File: config.mk
export PLATFORM = sky130hd
export DESIGN_NAME = fifo_tx
export DESIGN_NICKNAME = d
export VERILOG_FILES = /design/src/rtl/fifo_tx.sv
export SDC_FILE = /design/constraint.sdc
export NUM_CORES = 1
export LEC_CHECK = 0
export ABC_AREA = 1
export CAP_MARGIN = 20
export CELL_PAD_IN_SITES_DETAIL_PLACEMENT = 0
export CELL_PAD_IN_SITES_GLOBAL_PLACEMENT = 2
export CORE_ASPECT_RATIO = 0.7
export CORE_MARGIN = 5
export CORE_UTILIZATION = 46
export DETAILED_ROUTE_END_ITERATION = 12
export DONT_BUFFER_PORTS = 1
export PLACE_DENSITY = 0.88
export SLEW_MARGIN = 20
export SYNTH_ARGS = -nofsm -noshare
export SYNTH_HDL_FRONTEND = slang
export SYNTH_SLANG_ARGS = --single-unit
File: constraint.sdc
create_clock -name clk -period 5.7 [get_ports clk]
set_input_delay 1.71 -clock clk [delete_from_list [all_inputs] [get_ports clk]]
set_output_delay 1.71 -clock clk [all_outputs]
set_load 0.03 [all_outputs]
File: src/rtl/fifo_tx.sv
// fifo_tx: APB-written word FIFO feeding an LSB-first serializer.
// Ports: APB slave (psel/penable/pwrite/pwdata/pready/pslverr),
//   serial side (tx_en, bit_tick, data_out, tx_busy, byte_done),
//   status (full, empty, fill_level).
module fifo_tx #(
    parameter int WIDTH     = 8,
    parameter int DEPTH     = 64,
    parameter int PTR_WIDTH = $clog2(DEPTH)
) (
    input  logic                 clk,
    input  logic                 reset_n,
    input  logic                 psel,
    input  logic                 penable,
    input  logic                 pwrite,
    input  logic [WIDTH-1:0]     pwdata,
    output logic                 pready,
    output logic                 pslverr,
    input  logic                 tx_en,
    input  logic                 bit_tick,
    output logic                 data_out,
    output logic                 tx_busy,
    output logic                 byte_done,
    output logic                 full,
    output logic                 empty,
    output logic [PTR_WIDTH:0]   fill_level
);

    localparam int CW = (WIDTH > 1) ? $clog2(WIDTH) : 1;
    localparam logic [CW-1:0] LAST = CW'(WIDTH - 1);

    typedef enum logic {IDLE, SHIFT} state_t;

    logic [WIDTH-1:0]   mem [DEPTH];
    logic [PTR_WIDTH:0] wr_ptr;
    logic [PTR_WIDTH:0] rd_ptr;
    logic [WIDTH-1:0]   shreg;
    logic [CW-1:0]      bit_cnt;
    state_t             state_q;
    state_t             state_d;

    logic access;
    logic do_write;
    logic pop;
    logic shift;

    assign empty = (wr_ptr == rd_ptr);
    // Equal index with differing wrap bit means the writer lapped the reader.
    assign full = (wr_ptr[PTR_WIDTH-1:0] == rd_ptr[PTR_WIDTH-1:0])
               && (wr_ptr[PTR_WIDTH] != rd_ptr[PTR_WIDTH]);
    assign fill_level = wr_ptr - rd_ptr;

    assign pready   = 1'b1;
    assign access   = psel & penable;
    // Full is taken before any same-cycle pop, so such a write is refused.
    assign do_write = access & pwrite & ~full;
    assign pslverr  = access & (~pwrite | full);

    always_comb begin
        state_d   = state_q;
        pop       = 1'b0;
        shift     = 1'b0;
        tx_busy   = 1'b0;
        data_out  = 1'b0;
        byte_done = 1'b0;
        unique case (state_q)
            IDLE: begin
                if (tx_en && !empty) begin
                    pop     = 1'b1;
                    state_d = SHIFT;
                end
            end
            SHIFT: begin
                tx_busy  = 1'b1;
                data_out = shreg[0];
                if (bit_tick) begin
                    if (bit_cnt == LAST) begin
                        byte_done = 1'b1;
                        // Reload on the final tick keeps the stream gapless.
                        if (tx_en && !empty) begin
                            pop = 1'b1;
                        end else begin
                            state_d = IDLE;
                        end
                    end else begin
                        shift = 1'b1;
                    end
                end
            end
        endcase
    end

    always_ff @(posedge clk or negedge reset_n) begin
        if (!reset_n) begin
            state_q <= IDLE;
            wr_ptr  <= '0;
            rd_ptr  <= '0;
            shreg   <= '0;
            bit_cnt <= '0;
        end else begin
            state_q <= state_d;
            if (do_write) begin
                wr_ptr <= wr_ptr + 1'b1;
            end
            if (pop) begin
                shreg   <= mem[rd_ptr[PTR_WIDTH-1:0]];
                rd_ptr  <= rd_ptr + 1'b1;
                bit_cnt <= '0;
            end else if (shift) begin
                shreg   <= shreg >> 1;
                bit_cnt <= bit_cnt + 1'b1;
            end
        end
    end

    // Storage is not reset; the pointers define which entries are valid.
    always_ff @(posedge clk) begin
        if (do_write) begin
            mem[wr_ptr[PTR_WIDTH-1:0]] <= pwdata;
        end
    end

endmodule

# ---- After elaboration in Yosys (flattened, before gate mapping)
# Memory sizes are Yosys's and may differ from the RTL's.
# Index checks and enable logic that the tools add are counted.
dict set report totals {
  out_inout_bits 14
  regBits 26
  wordCells 47
  n_memories 1
  in_bits 15
  mem_bits_rw 512
}
dict set report op_classes {
  reduce_logical 4
  bitwise 8
  eq_ne 4
  n_addsub 4
  muxes 21
}
# memory words word_bits rd rd_clocked_by_memory_dff wr line_no
set mem_list {}
lappend mem_list {mem 64 8 1 0 1 33} ;# logic [WIDTH-1:0] mem [DEPTH];
# cell n
set op_table {}
lappend op_table {{8-bit two-way mux} 2}
lappend op_table {{1-bit two-way mux} 15}
lappend op_table {{7-bit by 1-bit adder with 7-bit output (second input constant)} 2}
lappend op_table {{7-bit == test} 1}
lappend op_table {{7-bit subtractor} 1}
lappend op_table {{6-bit == test} 1}
lappend op_table {{3-bit two-way mux} 2}
lappend op_table {{1-bit bitwise AND} 4}
lappend op_table {{1-bit one-hot mux with 2 select lines} 2}
lappend op_table {{3-bit by 1-bit adder with 3-bit output (second input constant)} 1}
lappend op_table {{3-bit == test (second input constant)} 1}
lappend op_table {{1-bit NOT} 3}
lappend op_table {{1-bit logical AND} 2}
lappend op_table {{2-bit nonzero test} 1}
lappend op_table {{1-bit zero test} 1}
lappend op_table {{1-bit inequality test} 1}
lappend op_table {{1-bit OR} 1}

# ---- Longest topological paths before layout
# Gate-level depths: netlist of the first run.
dict set report logic_depth {
  ltp_word 8
  ltp_mapped 15
  depth_no_buf 12
}

# ---- Worst setup path before layout of the first run
# OpenSTA, ideal clock, no wires.
dict set report synth_path {
  kind {input to output}
  startpoint {in psel}
  endpoint {out pslverr}
  path_slack_ns 1.744
  stages 2
  required_time_ns 3.990
  arrival_ns 2.246
  path_cell_list {nand2_1 > a21oi_1}
}
dict set report synth_between {
  elab_chain_len 2
}
# item line_no
set synth_lines {}
lappend synth_lines {{from (decl)} 12} ;# input logic psel,
lappend synth_lines {{1-bit bitwise AND} 53} ;# assign access = psel & penable;
lappend synth_lines {{1-bit bitwise AND} 56} ;# assign pslverr = access & (~pwrite | full);
lappend synth_lines {{to (decl)} 17} ;# output logic pslverr,
# Every way passes these cells.

# ---- Worst setup path in the final report of the first run
dict set report layout_path {
  startpoint {reg rd_ptr[1]}
  endpoint {out fill_level[5]}
}
dict set report layout_between {
  elab_chain_len 1
}
# item line_no
set layout_lines {}
lappend layout_lines {{from (decl)} 35} ;# logic [PTR_WIDTH:0] rd_ptr;
lappend layout_lines {{from (signal assigned)} 106} ;# rd_ptr <= rd_ptr + 1'b1;
lappend layout_lines {{7-bit subtractor} 50} ;# assign fill_level = wr_ptr - rd_ptr;
lappend layout_lines {{to (decl)} 25} ;# output logic [PTR_WIDTH:0] fill_level
# Every way passes these cells.

==> flow_metrics.env, run 1 <==
export IMPL_status="finished clean"
export IMPL_slowest_delay_ns=0.83
export IMPL_min_path_type="flip-flop to flip-flop"
export IMPL_ys_seq_area_frac=0.6931
export IMPL_leakage_nw=9.798
export IMPL_fillCellCount=4467
export IMPL_num_antenna_cells=0
export IMPL_pwr_density_cell_nw_per_um2=483.3
export IMPL_post_route_min_period_ns=4.494
export IMPL_ys_warn_count=0
export IMPL_syn_area_um2=23120
export IMPL_clock_sinks=538
export IMPL_worstMarginPinSlew_ns=1.080
export IMPL_antenna_found_initial=0
export IMPL_grt_max_degree=213
export IMPL_cp_slowest_cell="dfrtp_4"
export IMPL_cts_tree="yes"
export IMPL_drt_vias_per_instance=5.378
export IMPL_power_mw=12.18
export IMPL_clkTransAtPathRegs_ns=0.07
export IMPL_synthFlopType="edfxtp_1"
export IMPL_seqCellArea_um2=16030
export IMPL_finalSetupViolCount=0
export IMPL_place_hpwl_um=35450
export IMPL_cp_end_kind="output port"
export IMPL_core_area_um2=49520
export IMPL_cts_root_buf="clkbuf_16"
export IMPL_placed_cells=2752
export IMPL_synth_top_area_frac=0.6650
export IMPL_grt_pass1_vias=14750
export IMPL_pwr_share_seq=0.381
export IMPL_p_comb_frac=0.340
export IMPL_cts_resized=0
export IMPL_ys_seq_elements=538
export IMPL_switching_share=0.3837
export IMPL_final_nets=2166
export IMPL_grt_pass1_wl_um=91160
export IMPL_cp_num_cells=9
export IMPL_drtIter0Drc=1772
export IMPL_hold_buffers=0
export IMPL_drc=0
export IMPL_crit_arrival_ns=2.78
export IMPL_synth_compound_area_share=0.02776
export IMPL_area_delta_synth_final_pct=8.956
export IMPL_path_cells="inv_4, ha_1, nand2_1, o21ai_0, a21oi_1, nor2_1, nor2_1, xnor2_1, buf_4"
export IMPL_fin_cells=2846
export IMPL_port_buffers=0
export IMPL_fin_crit_sh=0.7883
export IMPL_vias=15310
export IMPL_synth_most_common_cell="nand2_1"
export IMPL_clk_latency_ns=0.58
export IMPL_synth_edf_count=512
export IMPL_hold_depth=2
export IMPL_power_switching_mw=4.672
export IMPL_hold_viol=0
export IMPL_crit_path_start_kind="flip-flop"
export IMPL_synth_avg_cell_area_um2=10.63
export IMPL_finalWirelength_um=60920
export IMPL_netlist_top_cells_count="701 x nand2_1, 512 x edfxtp_1, 252 x nand3_1"
export IMPL_p_clk_frac=0.279
export IMPL_ir_drop_uv=517.8
export IMPL_dieArea_um2=54920
export IMPL_gr_usage_all_layers=0.2191
export IMPL_synth_largest_area_cell="edfxtp_1"
export IMPL_die_h_um=197.6
export IMPL_cp_common_cell="nor2_1"
export IMPL_h_tree_depth=2
export IMPL_synth_top_family_by_area="simple AND/OR/NAND/NOR gates"
export IMPL_rr_worst_depth=8
export IMPL_tns_ns=0
export IMPL_synth_net_count=2202
export IMPL_fin_skew_ns=0.01730
export IMPL_synth_async_reset_ratio=0.04833
export IMPL_hold_slack_ns=0.4870
export IMPL_multi_input_area_um2=5756
export IMPL_post_cts_setup_buffer_count=0
export IMPL_wl_per_cell_um=21.41
export IMPL_cp_max_fo=51
export IMPL_synth_mux_area_frac=0
export IMPL_synthXorXnorAreaFrac=0.006819
export IMPL_ios=29
export IMPL_fin_util=0.5087
export IMPL_syn_inst=2176
export IMPL_synth_simple_area_share=0.2078
export IMPL_synth_distinct_cells=36
export IMPL_die_w_um=278.0
export IMPL_rsz0062_at_grt="false"
export IMPL_finalWeightedCongestion=0.8563
export IMPL_synthAdderAreaFrac=0.006277
export IMPL_slew_violations=0
export IMPL_internal_power_mw=7.503
export IMPL_ant_nets=0
export IMPL_numCtsBuffers=51
export IMPL_critPathKind="flip-flop to output port"
export IMPL_max_cap_violations=0
export IMPL_floorplan_initialDensity=0.4669
export IMPL_cts_buffer_depth=3
export IMPL_worstPathRequired_ns=3.99
export IMPL_crit_family="flip-flops"
export IMPL_cp_num_buf_inv=2
export IMPL_drive_gt1_frac=0.04952
export IMPL_row_count=68
export IMPL_firstDrtPassIters=7
export IMPL_fmax_mhz=222.5
export IMPL_relSlewSlack=0.2747
export IMPL_overflow=0
export IMPL_synth_area_leaders="edfxtp_1 66%, nand2_1 11%, nand3_1 5.5%"
## cells by family after synthesis
kind of cell	after synthesis
buf+inv	306
simple gates	1185
other cells	1
xor+xnor	18
fa+ha+maj	11
compound gates	117
flops	538
## tightest hold or removal path, cell delays in order, from the launching register on
cell	delay [ns]
dfrtp_1	0.34
nand2_1	0.06
nand2_1	0.06
## power by group through the flow
stage	clock network (mW)	logic [mW]	registers [mW]
2_1_floorplan	0	3.04	4.56
4_1_cts	3.44	4.11	4.64
3_5_place_dp	0	4.10	4.72
3_3_place_gp	0	4.11	4.72
6_report	3.39	4.14	4.64
5_1_grt	3.62	4.59	4.66
## layer usage
layer,global-route usage,vias to the layer above,part of all wire
met5,0,-,0
met4,0.03936,0,0.015
met3,0.03899,69,0.081
met2,0.3345,615,0.44
met1,0.3365,7469,0.46
li1,-,7153,-
## metrics by stage
step	setup slack, ns	instance area, µm²
after floorplan	1.744	23120
after global placement	1.482	23540
after detailed placement	1.453	23540
after CTS	1.218	25190
after global routing	1.064	25190
final	1.206	25190
## state kept, by name (all words and copies together) (netlist names)
name / cells
rd_ptr: 7
bit_cnt: 3
shreg: 8
wr_ptr: 7
state_q: 1
mem: 512
## path summary, 6_finish.rpt
check                                      startpoint                     to  slack [ns]
max in group asynchronous                     reset_n  rd_ptr[1]$_DFFE_PN0P_        4.79
worst min-delay path             shreg[3]$_DFFE_PN0P_   shreg[3]$_DFFE_PN0P_        0.49
worst max register to register  rd_ptr[0]$_DFFE_PN0P_    mem[1][1]$_DFFE_PP_        1.73
min in group asynchronous                     reset_n   shreg[1]$_DFFE_PN0P_        0.82
worst min register to register   shreg[3]$_DFFE_PN0P_   shreg[3]$_DFFE_PN0P_        0.49
worst max-delay path            rd_ptr[1]$_DFFE_PN0P_          fill_level[5]        1.21
## layout make-up
type,instances,area share
clock inverter,29,0.01132
timing repair buffer,18,0.006357
clock buffer,65,0.05444
tap,665,0.03303
sequential,538,0.6364
multi-input combinational,1332,0.2285
inverter,199,0.02995
## cell usage in the layout, fill, tap and decap left out, types with 2 or more instances in the layout
cell type,count
clkinv_1,10
a32oi_1,2
buf_12,2
clkinv_2,7
nor3_1,3
inv_6,2
o21a_1,8
nand2_2,2
ha_1,10
dfrtp_1,24
inv_2,5
o21ai_1,15
buf_4,16
o21ai_0,53
bufinv_16,5
o211ai_1,8
nand3_1,252
inv_1,190
clkbuf_16,53
nor2_1,216
and3_1,5
nand2_1,701
dfrtp_4,2
clkbuf_1,12
edfxtp_1,512
xnor2_1,5
xor2_1,13
clkinvlp_4,7
a21oi_1,28
No activity file was read; power rests on OpenSTA's default activity.
==> inputs of run 2 (changes only) <==
--- a/config.mk
+++ b/config.mk
@@ -11,10 +11,10 @@
 export CELL_PAD_IN_SITES_GLOBAL_PLACEMENT = 2
 export CORE_ASPECT_RATIO = 0.7
 export CORE_MARGIN = 5
-export CORE_UTILIZATION = 46
+export CORE_UTILIZATION = 39
 export DETAILED_ROUTE_END_ITERATION = 12
 export DONT_BUFFER_PORTS = 1
-export PLACE_DENSITY = 0.88
+export PLACE_DENSITY = 0.8
 export SLEW_MARGIN = 20
 export SYNTH_ARGS = -nofsm -noshare
 export SYNTH_HDL_FRONTEND = slang
==> constraint.sdc (replaced) <==
create_clock -name clk -period 3.9 [get_ports clk]
set_input_delay 1.17 -clock clk [delete_from_list [all_inputs] [get_ports clk]]
set_output_delay 1.17 -clock clk [all_outputs]
set_load 0.03 [all_outputs]
==> flow_metrics.env, run 2 (synthesis gave the netlist of run 1 again) <==
export IMPL_ant_nets=0
export IMPL_vias=15180
export IMPL_cp_max_fo=6
export IMPL_crit_path_start_kind="flip-flop"
export IMPL_leakage_nw=9.927
export IMPL_timing_rr_start="wr_ptr[0]$_DFFE_PN0P_"
export IMPL_finalWirelength_um=61040
export IMPL_path_cells="inv_1, ha_1, fa_1, nor2_1, a211oi_1, o21ai_0, xor2_1, buf_4"
export IMPL_clkTransAtPathRegs_ns=0.07
export IMPL_pwr_density_cell_nw_per_um2=694.0
export IMPL_pre_cts_ws_ns=0.5686
export IMPL_status="finished clean"
export IMPL_post_cts_setup_buffer_count=0
export IMPL_drt_vias_per_instance=5.048
export IMPL_cts_buffer_depth=3
export IMPL_clock_sinks=538
export IMPL_die_w_um=301.0
export IMPL_ir_drop_uv=596.7
export IMPL_seqCellArea_um2=16030
export IMPL_min_path_type="primary input to asynchronous set/reset pin"
export IMPL_h_tree_depth=2
export IMPL_cts_root_buf="clkbuf_16"
export IMPL_ios=29
export IMPL_layout_commonest_cell="nand2_1"
export IMPL_fillCellCount=5578
export IMPL_cp_end_kind="output port"
export IMPL_cp_slowest_cell="dfrtp_1"
export IMPL_rsz0062_at_grt="false"
export IMPL_largest_register_ffs=512
export IMPL_wl_per_cell_um=20.30
export IMPL_dieArea_um2=64330
export IMPL_r2r_slack_ns=0.66
export IMPL_firstDrtPassIters=5
export IMPL_finalSetupViolCount=0
export IMPL_worstMarginPinSlew_ns=0.9823
export IMPL_clk_latency_ns=0.58
export IMPL_drive_gt1_frac=0.05840
export IMPL_area_delta_synth_final_pct=10.33
export IMPL_fmax_mhz=265.0
export IMPL_grt_pass1_wl_um=91710
export IMPL_hold_viol=0
export IMPL_core_area_um2=58520
export IMPL_die_h_um=213.7
export IMPL_num_antenna_cells=0
export IMPL_grt_pass1_vias=14550
export IMPL_cts_tree="yes"
export IMPL_antenna_found_initial=1
export IMPL_grt_max_degree=167
export IMPL_row_count=74
export IMPL_fin_skew_ns=0.02656
export IMPL_slew_violations=0
export IMPL_gr_usage_all_layers=0.1886
export IMPL_final_cell_mix="701 x nand2_1, 512 x edfxtp_1, 252 x nand3_1"
export IMPL_floorplan_initialDensity=0.3951
export IMPL_slowest_delay_ns=0.43
export IMPL_final_nets=2197
export IMPL_multi_input_area_um2=5756
export IMPL_drc=0
export IMPL_overflow=0
export IMPL_port_buffers=0
export IMPL_finalWeightedCongestion=0.8537
export IMPL_drtIter0Drc=1484
export IMPL_max_cap_violations=0
export IMPL_rr_worst_depth=9
export IMPL_post_route_min_period_ns=3.773
export IMPL_relSlewSlack=0.3444
export IMPL_tns_ns=0
export IMPL_timing_final_ws_setup_ns=0.1271
export IMPL_fin_crit_sh=0.9674
export IMPL_critPathKind="flip-flop to output port"
export IMPL_worstPathRequired_ns=2.73
export IMPL_numCtsBuffers=51
export IMPL_r2r_end="mem[20][5]$_DFFE_PP_"
export IMPL_place_hpwl_um=36080
export IMPL_crit_arrival_ns=2.60
[run 2: changes by cell type in the layout (fill, tap and decap cells not counted), moves of 3 or more]
cell / before / now
buf_4: 16 / 44
bufinv_16: 5 / 2
buf_12: 2 / 5
clkinv_1: 10 / 17
clkinvlp_4: 7 / 0
[run 2: worst max-delay path, delay by kind of cell (launching register included)]
kind / cells / cell delay, ns
adder cells (fa/ha/maj): 2 / 0.67
XOR/XNOR: 1 / 0.19
AND/OR/NAND/NOR: 1 / 0.12
buffers and inverters: 2 / 0.31
flip-flops: 1 / 0.43
AO/OA/AOI/OAI: 2 / 0.31
[run 2: repair_timing]
item	in CTS	in global routing
hold buffers	0	0
gates resized for setup	0	1
setup endpoints to repair	0	1
[run 2: layer usage]
metal / vias to the layer above / part of all wire / global-route usage
met5: - / 0.00056 / 0.004329
met4: 2 / 0.015 / 0.03363
met3: 70 / 0.081 / 0.04504
met2: 440 / 0.42 / 0.2746
met1: 7457 / 0.49 / 0.2922
li1: 7209 / - / -
[run 2: area by class of cell]
cell class / instances / area share
clock inverters: 27 / 0.007407
clock buffers: 64 / 0.05278
repair buffers: 49 / 0.01687
flip-flops and latches: 538 / 0.6286
well taps: 798 / 0.03914
multi-input cells: 1332 / 0.2256
inverters: 199 / 0.02958
[run 2: worst max path at each step]
stage,endpoint,slack [ns],startpoint,cells after the start
global placement,mem[51][0]$_DFFE_PP_,0.63,rd_ptr[4]$_DFFE_PN0P_,10
CTS,fill_level[6],0.10,wr_ptr[0]$_DFFE_PN0P_,8
detailed placement,mem[20][5]$_DFFE_PP_,0.57,rd_ptr[4]$_DFFE_PN0P_,9
global route,fill_level[6],0.01,wr_ptr[0]$_DFFE_PN0P_,8
finish,fill_level[6],0.13,wr_ptr[0]$_DFFE_PN0P_,8
floorplan,fill_level[6],0.49,rd_ptr[2]$_DFFE_PN0P_,9
[run 2: where the power goes]
part / switching, mW / internal [mW] / total, mW
clock network: 2.13 / 2.57 / 4.70
registers: 0.156 / 6.47 / 6.63
logic: 4.62 / 1.75 / 6.37
total: 6.91 / 10.8 / 17.7
[run 2: through the flow]
| step | instance area [µm²] | std cells | utilization | hold WS [ns] | total power, mW |
|---|---|---|---|---|---|
| after CTS | 25510 | 3007 | 0.4359 | 0.2517 | 17.81 |
| final | 25510 | 3007 | 0.4359 | 0.2767 | 17.70 |
| after detailed placement | 23970 | 2916 | 0.4097 | 0.4702 | 13.12 |
| after global placement | 23970 | 2916 | 0.4097 | 0.4643 | 13.13 |
| after global routing | 25510 | 3007 | 0.4359 | 0.2521 | 18.76 |
| after floorplan | 23120 | 2176 | - | 0.4480 | 11.11 |
